--- src/rtl/sda_rx_decode.sv ---
// sda_rx_decode: receives a 4-bit nibble framed by START/STOP on an scl/sda
// pair, presents it on dout with a one-hot copy on outhigh, and flags
// malformed, aborted or stalled frames on frm_err.
module sda_rx_decode #(
    parameter int unsigned TIMEOUT = 64
) (
    input  logic        sclk,
    input  logic        rst,
    input  logic        scl,
    input  logic        sda,
    output logic [3:0]  dout,
    output logic        dvalid,
    output logic [15:0] outhigh,
    output logic        frm_err,
    output logic        busy
);

    localparam int unsigned CW = $clog2(TIMEOUT + 1);

    typedef enum logic [2:0] {
        ST_IDLE,
        ST_BIT3,
        ST_BIT2,
        ST_BIT1,
        ST_BIT0,
        ST_WSTOP
    } state_t;

    state_t         state_q, state_d;
    logic           s_scl_q, p_scl_q, s_sda_q, p_sda_q;
    logic [3:0]     shift_q, shift_d;
    logic [CW-1:0]  cnt_q, cnt_d;
    logic [3:0]     dout_q, dout_d;
    logic [15:0]    outhigh_q, outhigh_d;
    logic           dvalid_q, dvalid_d;
    logic           frm_err_q, frm_err_d;
    logic           busy_q, busy_d;

    logic           start_ev, stop_ev, rise_ev;
    logic [1:0]     bit_idx;
    state_t         bit_next;

    assign start_ev = p_sda_q & ~s_sda_q & s_scl_q;
    assign stop_ev  = ~p_sda_q & s_sda_q & s_scl_q;
    assign rise_ev  = ~p_scl_q & s_scl_q;

    // Which shift bit the current data state captures, and where it goes next.
    always_comb begin
        bit_idx  = 2'd3;
        bit_next = ST_WSTOP;
        case (state_q)
            ST_BIT3: begin bit_idx = 2'd3; bit_next = ST_BIT2;  end
            ST_BIT2: begin bit_idx = 2'd2; bit_next = ST_BIT1;  end
            ST_BIT1: begin bit_idx = 2'd1; bit_next = ST_BIT0;  end
            ST_BIT0: begin bit_idx = 2'd0; bit_next = ST_WSTOP; end
            default: begin bit_idx = 2'd3; bit_next = ST_WSTOP; end
        endcase
    end

    // Frame FSM next-state: START/STOP outrank RISE, RISE outranks timeout.
    always_comb begin
        state_d   = state_q;
        shift_d   = shift_q;
        cnt_d     = cnt_q;
        dout_d    = dout_q;
        outhigh_d = outhigh_q;
        dvalid_d  = 1'b0;
        frm_err_d = 1'b0;
        if (state_q == ST_IDLE) begin
            cnt_d = '0;
            if (start_ev) begin
                state_d = ST_BIT3;
                shift_d = '0;
            end
        end else if (start_ev) begin
            frm_err_d = 1'b1;
            state_d   = ST_BIT3;
            shift_d   = '0;
            cnt_d     = '0;
        end else if (stop_ev) begin
            if (state_q == ST_WSTOP) begin
                dout_d    = shift_q;
                outhigh_d = 16'(1) << shift_q;
                dvalid_d  = 1'b1;
            end else begin
                frm_err_d = 1'b1;
            end
            state_d = ST_IDLE;
            cnt_d   = '0;
        end else if (rise_ev) begin
            if (state_q == ST_WSTOP) begin
                frm_err_d = 1'b1;
                state_d   = ST_IDLE;
            end else begin
                shift_d[bit_idx] = s_sda_q;
                state_d          = bit_next;
            end
            cnt_d = '0;
        end else if (cnt_q >= CW'(TIMEOUT - 1)) begin
            // Count reaches TIMEOUT on this edge; leaving IDLE-bound means
            // the counter never has to wrap, which gives saturation for free.
            frm_err_d = 1'b1;
            state_d   = ST_IDLE;
            cnt_d     = '0;
        end else begin
            cnt_d = cnt_q + CW'(1);
        end
        busy_d = (state_d != ST_IDLE);
    end

    // Input synchronisers plus all FSM state and registered outputs.
    always_ff @(posedge sclk or negedge rst) begin
        if (!rst) begin
            s_scl_q   <= 1'b1;
            p_scl_q   <= 1'b1;
            s_sda_q   <= 1'b1;
            p_sda_q   <= 1'b1;
            state_q   <= ST_IDLE;
            shift_q   <= '0;
            cnt_q     <= '0;
            dout_q    <= '0;
            outhigh_q <= '0;
            dvalid_q  <= 1'b0;
            frm_err_q <= 1'b0;
            busy_q    <= 1'b0;
        end else begin
            s_scl_q   <= scl;
            p_scl_q   <= s_scl_q;
            s_sda_q   <= sda;
            p_sda_q   <= s_sda_q;
            state_q   <= state_d;
            shift_q   <= shift_d;
            cnt_q     <= cnt_d;
            dout_q    <= dout_d;
            outhigh_q <= outhigh_d;
            dvalid_q  <= dvalid_d;
            frm_err_q <= frm_err_d;
            busy_q    <= busy_d;
        end
    end

    assign dout    = dout_q;
    assign outhigh = outhigh_q;
    assign dvalid  = dvalid_q;
    assign frm_err = frm_err_q;
    assign busy    = busy_q;

endmodule
--- config.mk ---
export PLATFORM = sky130hd
export DESIGN_NAME = sda_rx_decode
export DESIGN_NICKNAME = d
export VERILOG_FILES = /design/src/rtl/sda_rx_decode.sv
export SDC_FILE = /design/constraint.sdc
export NUM_CORES = 1
export LEC_CHECK = 0
export BUFFER_PORTS_ARGS = -buffer_cell sky130_fd_sc_hd__buf_2
export CAP_MARGIN = 30
export CORE_MARGIN = 3
export CORE_UTILIZATION = 57
export CTS_BUF_LIST = sky130_fd_sc_hd__clkbuf_16
export DETAILED_ROUTE_END_ITERATION = 16
export PLACE_DENSITY = 0.79
export SLEW_MARGIN = 25
export SYNTH_ARGS = -nofsm -noshare
export SYNTH_HDL_FRONTEND = slang
export SYNTH_SLANG_ARGS = --single-unit
--- constraint.sdc ---
create_clock -name sclk -period 3.1 [get_ports sclk]
set_input_delay 0.62 -clock sclk [delete_from_list [all_inputs] [get_ports sclk]]
set_output_delay 0.62 -clock sclk [all_outputs]
set_load 0.02 [all_outputs]
==> results of run 1 <==
## kinds of logic (layout without fill, tap and decap cells)
family	after synthesis	after routing	share of synthesized area
AND/OR/NAND/NOR	58	58	0.150
XOR/XNOR	4	4	0.0182
flip-flops	41	41	0.534
AO/OA/AOI/OAI	51	51	0.207
multiplexers	5	5	0.0285
other	1	1	0.00194
adder cells (fa/ha/maj)	1	1	0.00648
buffers and inverters	21	41	0.0538
## cell usage in the layout (no fill, tap or decap), types with 2 or more instances in the layout
master     instances
dfrtp_1           37
buf_2             26
nand2_1           22
o31ai_1           11
nor2_1             9
o21ai_0            7
inv_1              7
nand2b_1           6
nand3_1            5
clkbuf_16          5
a21oi_1            4
nor3_1             4
mux2_2             4
dfstp_2            4
xor2_1             3
a31oi_1            3
a2bb2oi_1          3
o41ai_2            3
o41ai_1            3
nor2b_1            2
a21o_1             2
a41oi_1            2
a211oi_1           2
o32ai_1            2
o21a_1             2
o2bb2ai_1          2
## flip-flops by register name (all words and copies together) (netlist names)
| name | cells |
|---|---|
| dout | 4 |
| s_sda_q | 1 |
| busy | 1 |
| shift_q | 4 |
| s_scl_q | 1 |
| p_scl_q | 1 |
| dvalid | 1 |
| p_sda_q | 1 |
| frm_err | 1 |
| outhigh | 16 |
| state_q | 3 |
| cnt_q | 7 |
## power by group through the flow
stage | clock network [mW] | registers (mW) | logic [mW]
finish | 0.471 | 0.599 | 0.0978
global route | 0.505 | 0.605 | 0.110
CTS | 0.479 | 0.599 | 0.0943
detailed placement | 0 | 0.608 | 0.0936
global placement | 0 | 0.606 | 0.0923
floorplan | 0 | 0.577 | 0.0938
## area by class of cell
| class | instances | area [um^2] | share of cell area |
|---|---|---|---|
| Sequential cell | 41 | 1030 | 0.468 |
| Multi-Input combinational cell | 120 | 795 | 0.360 |
| Timing Repair Buffer | 28 | 169 | 0.0766 |
| Clock buffer | 5 | 125 | 0.0568 |
| Tap cell | 44 | 55.1 | 0.0250 |
| Inverter | 6 | 22.5 | 0.0102 |
| Clock inverter | 2 | 7.51 | 0.00341 |
## layer usage
metal  global-route usage  part of all wire  vias to the layer above
li1                     -                 -                      695
met1                0.244              0.42                      719
met5                    0                 0                        -
met3               0.0668             0.051                        6
met4               0.0633             0.013                        0
met2                0.347              0.52                       45
## worst max-delay path by stage
stage	start	end	slack (ps)	depth (start not counted)
after floorplan	s_sda_q	outhigh[2]	1490	5
after global placement	p_sda_q	dout[2]	940	3
after detailed placement	state_q[0]	outhigh[3]	950	4
after CTS	state_q[0]	outhigh[3]	930	4
after global routing	state_q[0]	outhigh[3]	780	4
final	state_q[0]	outhigh[3]	950	4
## critical path: stages, from the launching register on
cell	delay, ps
dfrtp_1	630
nand2_1	150
or3_1	680
buf_6	290
o41ai_2	290
## metrics by stage
stage / hold slack, ps / power, mW / cells
CTS: 422 / 1.17 / 245
floorplan: 324 / 0.671 / 182
global placement: 412 / 0.698 / 237
finish: 269 / 1.17 / 246
global route: 284 / 1.22 / 246
detailed placement: 416 / 0.701 / 238
==> summary.txt, run 1 <==
Outcome
  • Status: finished, final reports clean

Power
  • Seq pwr share: 0.513
  • Sw Share: 0.242
  • Int Pwr: 0.884 mW
  • Combinational share of power: 0.084
  • Leak: 1.05 nW
  • Clock share of power: 0.403
  • Power Density: 530 nW/um^2
  • Worst IR Drop VDD: 0.000371 V
  • Psw: 0.283 mW

Yosys
  • Mapped Area: 1930 um^2
  • Post-Syn Area per Cell: 10.6 um^2
  • Largest cells by area after synthesis: dfrtp_1, dfstp_2, nand2_1, o31ai_1, o41ai_2
  • Most numerous cell in the Yosys netlist: dfrtp_1
  • Yosys top cell area share: 0.480
  • Post-synth EDFFs: 0
  • Most used flip-flop cell after synthesis: dfrtp_1
  • Asr flop ratio synth: 1.00
  • Commonest cells in the netlist: dfrtp_1, nand2_1, o31ai_1
  • Synth Warn #: 0
  • Synth unique cells: 47
  • Leading area contributor after synthesis: dfrtp_1
  • Syn nets: 187
  • Seq cells post-synth: 41
  • Mapped Cells: 182
  • Sequential share of the synthesized area: 0.534

Routing
  • Final wirelength: 3.77 mm
  • Initial DRC Count: 79
  • DR vias: 1465
  • Routed length per instance: 15.3 um
  • Initial DRT Pass Iterations: 4
  • Residual DRC count: 0
  • Post-DRT Antenna Nets: 0
  • Vias per inst: 5.96

CTS
  • # hold bufs at CTS: 0
  • CTS buffer count: 5
  • PostCTS Resize Cnt: 0
  • CTS tree: yes
  • Skew-Pair Late Insertion Delay: 280 ps
  • CTS H-tree depth: 2
  • Clock sink count: 41
  • Maximum buffer depth of the clock tree: 2
  • Root Buffer: clkbuf_16
  • Postcts setup bufs: 0
  • Clock Pin Slew Worst Setup and Hold Paths: 60 ps

Critical path
  • R2r worst-path depth: 4
  • Reg-to-reg endpoint: outhigh[3]
  • CP max FO: 21
  • Crit path DAT: 2320 ps
  • Worst setup EP type: register
  • Flop2flop setup slack: 950 ps
  • Reg2reg start: state_q[0]
  • Crit Path Class: register to register
  • Worst Path Required: 3270 ps
  • Worst setup SP type: register

Global routing
  • First-pass GRT wire length: 6.51 mm
  • Vias in the first global route: 1422
  • Global-route usage over all layers: 0.204
  • Initial antenna violation count: 0
  • Total congestion overflow: 0
  • Largest net degree at the start of global routing: 42

Placed design
  • Placed cell area: 2040 um^2
  • Global placement routability congestion: 0.809
  • Pre-CTS setup slack: 946 ps
  • Port Buf Inserts: 26
  • DP HPWL: 2.53 mm

Final layout
  • Total Nets Final: 207
  • Syn-to-layout area delta: 14.3%
  • Final core utilization: 0.699
  • # fillers: 234
  • Ratio of cells with drive above 1 in the final layout: 0.233
  • Finished layout cell area: 2200 um^2
  • N_diodes: 0

STA
  • Final worst slack: 947 ps
  • Slew headroom: 0.528
  • Post-layout min period: 2150 ps
  • Unrepaired setup endpoints after global routing: false
  • Final setup vio count: 0
  • Setup TNS: 0 ps
  • Final Hold Fails: 0
  • Slew Limit Fails: 0
  • Tightest Pin Transition: 709 ps
  • Max Freq: 0.464 GHz
  • Final worst-path cycle share: 0.695
  • Clk_skew: 4.32 ps

Die
  • Starting Density: 0.612
  • Die width: 64.2 um
  • Die Height: 64.2 um
  • Cell row count: 20
  • Die footprint: 4120 um^2
  • CORE AREA: 3150 um^2
  • Io pins: 27

Job
  • Max_cap viols: 0

Worst hold path
  • Worst hold path type: primary input to asynchronous set/reset pin
Note: power is estimated with default switching activity, not from simulation.
==> inputs of run 2 (changes only) <==
--- a/config.mk
+++ b/config.mk
@@ -5,13 +5,14 @@
 export SDC_FILE = /design/constraint.sdc
 export NUM_CORES = 1
 export LEC_CHECK = 0
+export ABC_AREA = 1
 export BUFFER_PORTS_ARGS = -buffer_cell sky130_fd_sc_hd__buf_2
 export CAP_MARGIN = 30
 export CORE_MARGIN = 3
-export CORE_UTILIZATION = 57
+export CORE_UTILIZATION = 56
 export CTS_BUF_LIST = sky130_fd_sc_hd__clkbuf_16
 export DETAILED_ROUTE_END_ITERATION = 16
-export PLACE_DENSITY = 0.79
+export PLACE_DENSITY = 0.78
 export SLEW_MARGIN = 25
 export SYNTH_ARGS = -nofsm -noshare
 export SYNTH_HDL_FRONTEND = slang
==> constraint.sdc (replaced) <==
create_clock -name sclk -period 2 [get_ports sclk]
set_input_delay 0.4 -clock sclk [delete_from_list [all_inputs] [get_ports sclk]]
set_output_delay 0.4 -clock sclk [all_outputs]
set_load 0.02 [all_outputs]
==> run 2 against run 1 <==
  * Final cell count increased by 12%
  * Maximum frequency increased by 41%
  * Critical path depth increased by 2
  * Non-clock buffer count decreased by 1
  * Die area decreased by 0.36%
  * Design area increased by 1.2%
  * Synthesized cell count increased by 10%
  * Via count decreased by 3.8%
  * Global-route usage decreased by 1.4 points
  * Sequential share of layout area decreased by 0.55 points
  * Combinational power increased by 24%
==> summary.txt, run 2 <==
Outcome
  • Status: finished, final reports clean

STA
  • Max Freq: 0.655 GHz (+41%)
  • Final Hold Fails: 0 (unchanged)
  • Tightest Pin Transition: 539 ps (-169 ps)
  • Final worst-path cycle share: 0.763 (+0.0687)
  • Final setup vio count: 0 (unchanged)
  • Setup TNS: 0 ps (unchanged)
  • Clk_skew: 3.61 ps (-0.713 ps)
  • Slew Limit Fails: 0 (unchanged)
  • Slew headroom: 0.640 (+0.112)
  • Post-layout min period: 1530 ps (-627 ps)
  • Unrepaired setup endpoints after global routing: false

Critical path
  • R2r worst-path depth: 6 (+2)
  • CP max FO: 32 (+52%)
  • Crit path DAT: 1710 ps (-610 ps)
  • CP peak stage delay: 530 ps (-150 ps)
  • Flop2flop setup slack: 470 ps (-470 ps)
  • Crit Path Class: register to register
  • Worst setup EP type: register
  • Crit path cell chain: inv_1 -> nand3_4 -> nor2_4 -> inv_2 -> nand2_1 -> o31ai_2
  • Reg-to-reg endpoint: outhigh[2]
  • Reg2reg start: p_sda_q
  • Worst Path Required: 2180 ps (-1090 ps)
  • CP max stage cell: dfstp_2
  • Worst setup SP type: register

Die
  • CORE AREA: 3130 um^2 (-0.79%)
  • Die Height: 64.1 um (-0.18%)
  • Starting Density: 0.604 (-0.00830)
  • Die width: 64.1 um (-0.18%)
  • Io pins: 27 (unchanged)
  • Die footprint: 4100 um^2 (-0.36%)
  • Cell row count: 20 (unchanged)

Power
  • Worst IR Drop VDD: 0.000512 V (+38%)
  • Leak: 1.12 nW (+7.3%)
  • Total power: 1.86 mW (+59%)
  • Power Density: 833 nW/um^2 (+57%)

Final layout
  • Final core utilization: 0.713 (+0.0140)
  • Total Nets Final: 236 (+14%)
  • Max reg flops: 16 (unchanged)
  • Most common cell after layout, fill and taps aside: nand2_1
  • Syn-to-layout area delta: 18.2%
  • # fillers: 244 (+4.3%)
  • Most frequent cells in the layout: nand2_1, dfrtp_1, buf_2
  • Layout Cells excl Fill: 276 (+12%)
  • N_diodes: 0 (unchanged)
  • Ratio of cells with drive above 1 in the final layout: 0.293 (+0.0604)

Placed design
  • Number of cells after detailed placement: 268 (+13%)
  • Port Buf Inserts: 26 (unchanged)
  • DP HPWL: 2.44 mm (-3.7%)
  • Global placement routability congestion: 0.829 (+2.5%)

CTS
  • Postcts setup bufs: 0 (unchanged)
  • Root Buffer: clkbuf_16
  • Skew-Pair Late Insertion Delay: 270 ps (about the same)
  • CTS tree: yes
  • Clock sink count: 41 (unchanged)
  • CTS H-tree depth: 2 (unchanged)
  • Maximum buffer depth of the clock tree: 2 (unchanged)
  • PostCTS Resize Cnt: 0 (unchanged)
  • # hold bufs at CTS: 0 (unchanged)
  • CTS buffer count: 5 (unchanged)
  • Clock Pin Slew Worst Setup and Hold Paths: 60 ps (about the same)

Routing
  • DR vias: 1410 (-3.8%)
  • Residual DRC count: 0 (unchanged)
  • Routed length per instance: 12.5 um (-19%)
  • Post-DRT Antenna Nets: 0 (unchanged)
  • Initial DRC Count: 106 (+34%)
  • Initial DRT Pass Iterations: 4 (unchanged)
  • Vias per inst: 5.11 (-14%)
  • Final wirelength: 3.45 mm (-8.6%)

Job
  • Max_cap viols: 0 (unchanged)

Global routing
  • Largest net degree at the start of global routing: 33 (-21%)
  • Global-route usage over all layers: 0.190 (-0.0135)
  • First-pass GRT wire length: 6.00 mm (-7.8%)
  • Total congestion overflow: 0 (unchanged)
  • Vias in the first global route: 1366 (-3.9%)
  • Initial antenna violation count: 0 (unchanged)

Yosys
  • Most used flip-flop cell after synthesis: dfrtp_1
  • Largest cells by area after synthesis: dfrtp_1, nand2_1, dfstp_2, nand3_1, o31ai_2
  • Asr flop ratio synth: 1.00 (unchanged)
  • Synth unique cells: 31 (-34%)
  • Mapped Cells: 201 (+10%)
  • Synth Warn #: 0 (unchanged)
  • Mapped Area: 1890 um^2 (-2.1%)
  • Seq cells post-synth: 41 (unchanged)
  • Post-synth EDFFs: 0 (unchanged)
  • Syn nets: 206 (+10%)
  • Most numerous cell in the Yosys netlist: nand2_1
  • Yosys top cell area share: 0.490 (+0.0105)
  • Leading area contributor after synthesis: dfrtp_1
  • Post-Syn Area per Cell: 9.39 um^2 (-11%)
  • Commonest cells in the netlist: nand2_1, dfrtp_1, nand3_1
  • Sequential share of the synthesized area: 0.546 (+0.0117)

Worst hold path
  • Worst hold path type: primary input to asynchronous set/reset pin
run 2: changes by cell type after synthesis, sizes merged, moves of 7 or more:
cell   change
nand2     +33
nor2       +7
nand3     +16
o21ai     +11
inv       +16
run 2: layout make-up:
type	instances	area [um^2]	area share
Sequential cell	41	1030	0.462
Tap cell	44	55.1	0.0247
Clock inverter	3	37.5	0.0168
Timing Repair Buffer	27	150	0.0673
Multi-Input combinational cell	132	741	0.332
Clock buffer	5	125	0.0561
Inverter	24	91.3	0.0409
run 2: worst max-delay path by stage:
stage                 start          to  slack, ps  cells past startpoint
global placement    s_sda_q    cnt_q[0]        550                      8
CTS                 p_sda_q  outhigh[2]        450                      6
floorplan           s_scl_q  shift_q[3]        670                      7
detailed placement  s_scl_q  outhigh[0]        480                      4
finish              p_sda_q  outhigh[2]        470                      6
global route        p_sda_q     frm_err        360                      6
run 2: logic make-up (layout without fill, tap and decap cells):
family	after synthesis	in the layout	synth area share
xor gates and xnor gates	2	2	0.00928
adders and majority gates	1	1	0.00663
and+or+nand+nor	96	96	0.250
DFF	41	41	0.546
other	1	1	0.00199
buffers and inverters	28	59	0.0616
AOI/OAI and AO/OA	32	32	0.125
run 2: where the power goes:
part	switching, mW	internal, mW	leakage, nW
Sequential	0.0247	0.851	0.554
Combinational	0.0843	0.0364	0.487
Clock	0.283	0.579	0.0826
run 2: metal layers:
layer  global-route usage  routed length (um)
met5                    0                   0
met4               0.0566                  13
met3               0.0545                 170
met2                0.317                1680
met1                0.240                1580
run 2: critical path: cells and delay by family (launching register included):
| family | cells | cell delay (ps) |
|---|---|---|
| AOI/OAI and AO/OA | 1 | 100 |
| buffers and inverters | 2 | 460 |
| DFF | 1 | 530 |
| and+or+nand+nor | 3 | 330 |
run 2: through the flow:
step	hold slack [ps]	area, um^2	worst slack, ps
global placement	375	2070	553
detailed placement	374	2070	480
global route	86.9	2230	363
finish	68.2	2230	473
floorplan	104	1890	670
CTS	78.3	2230	455
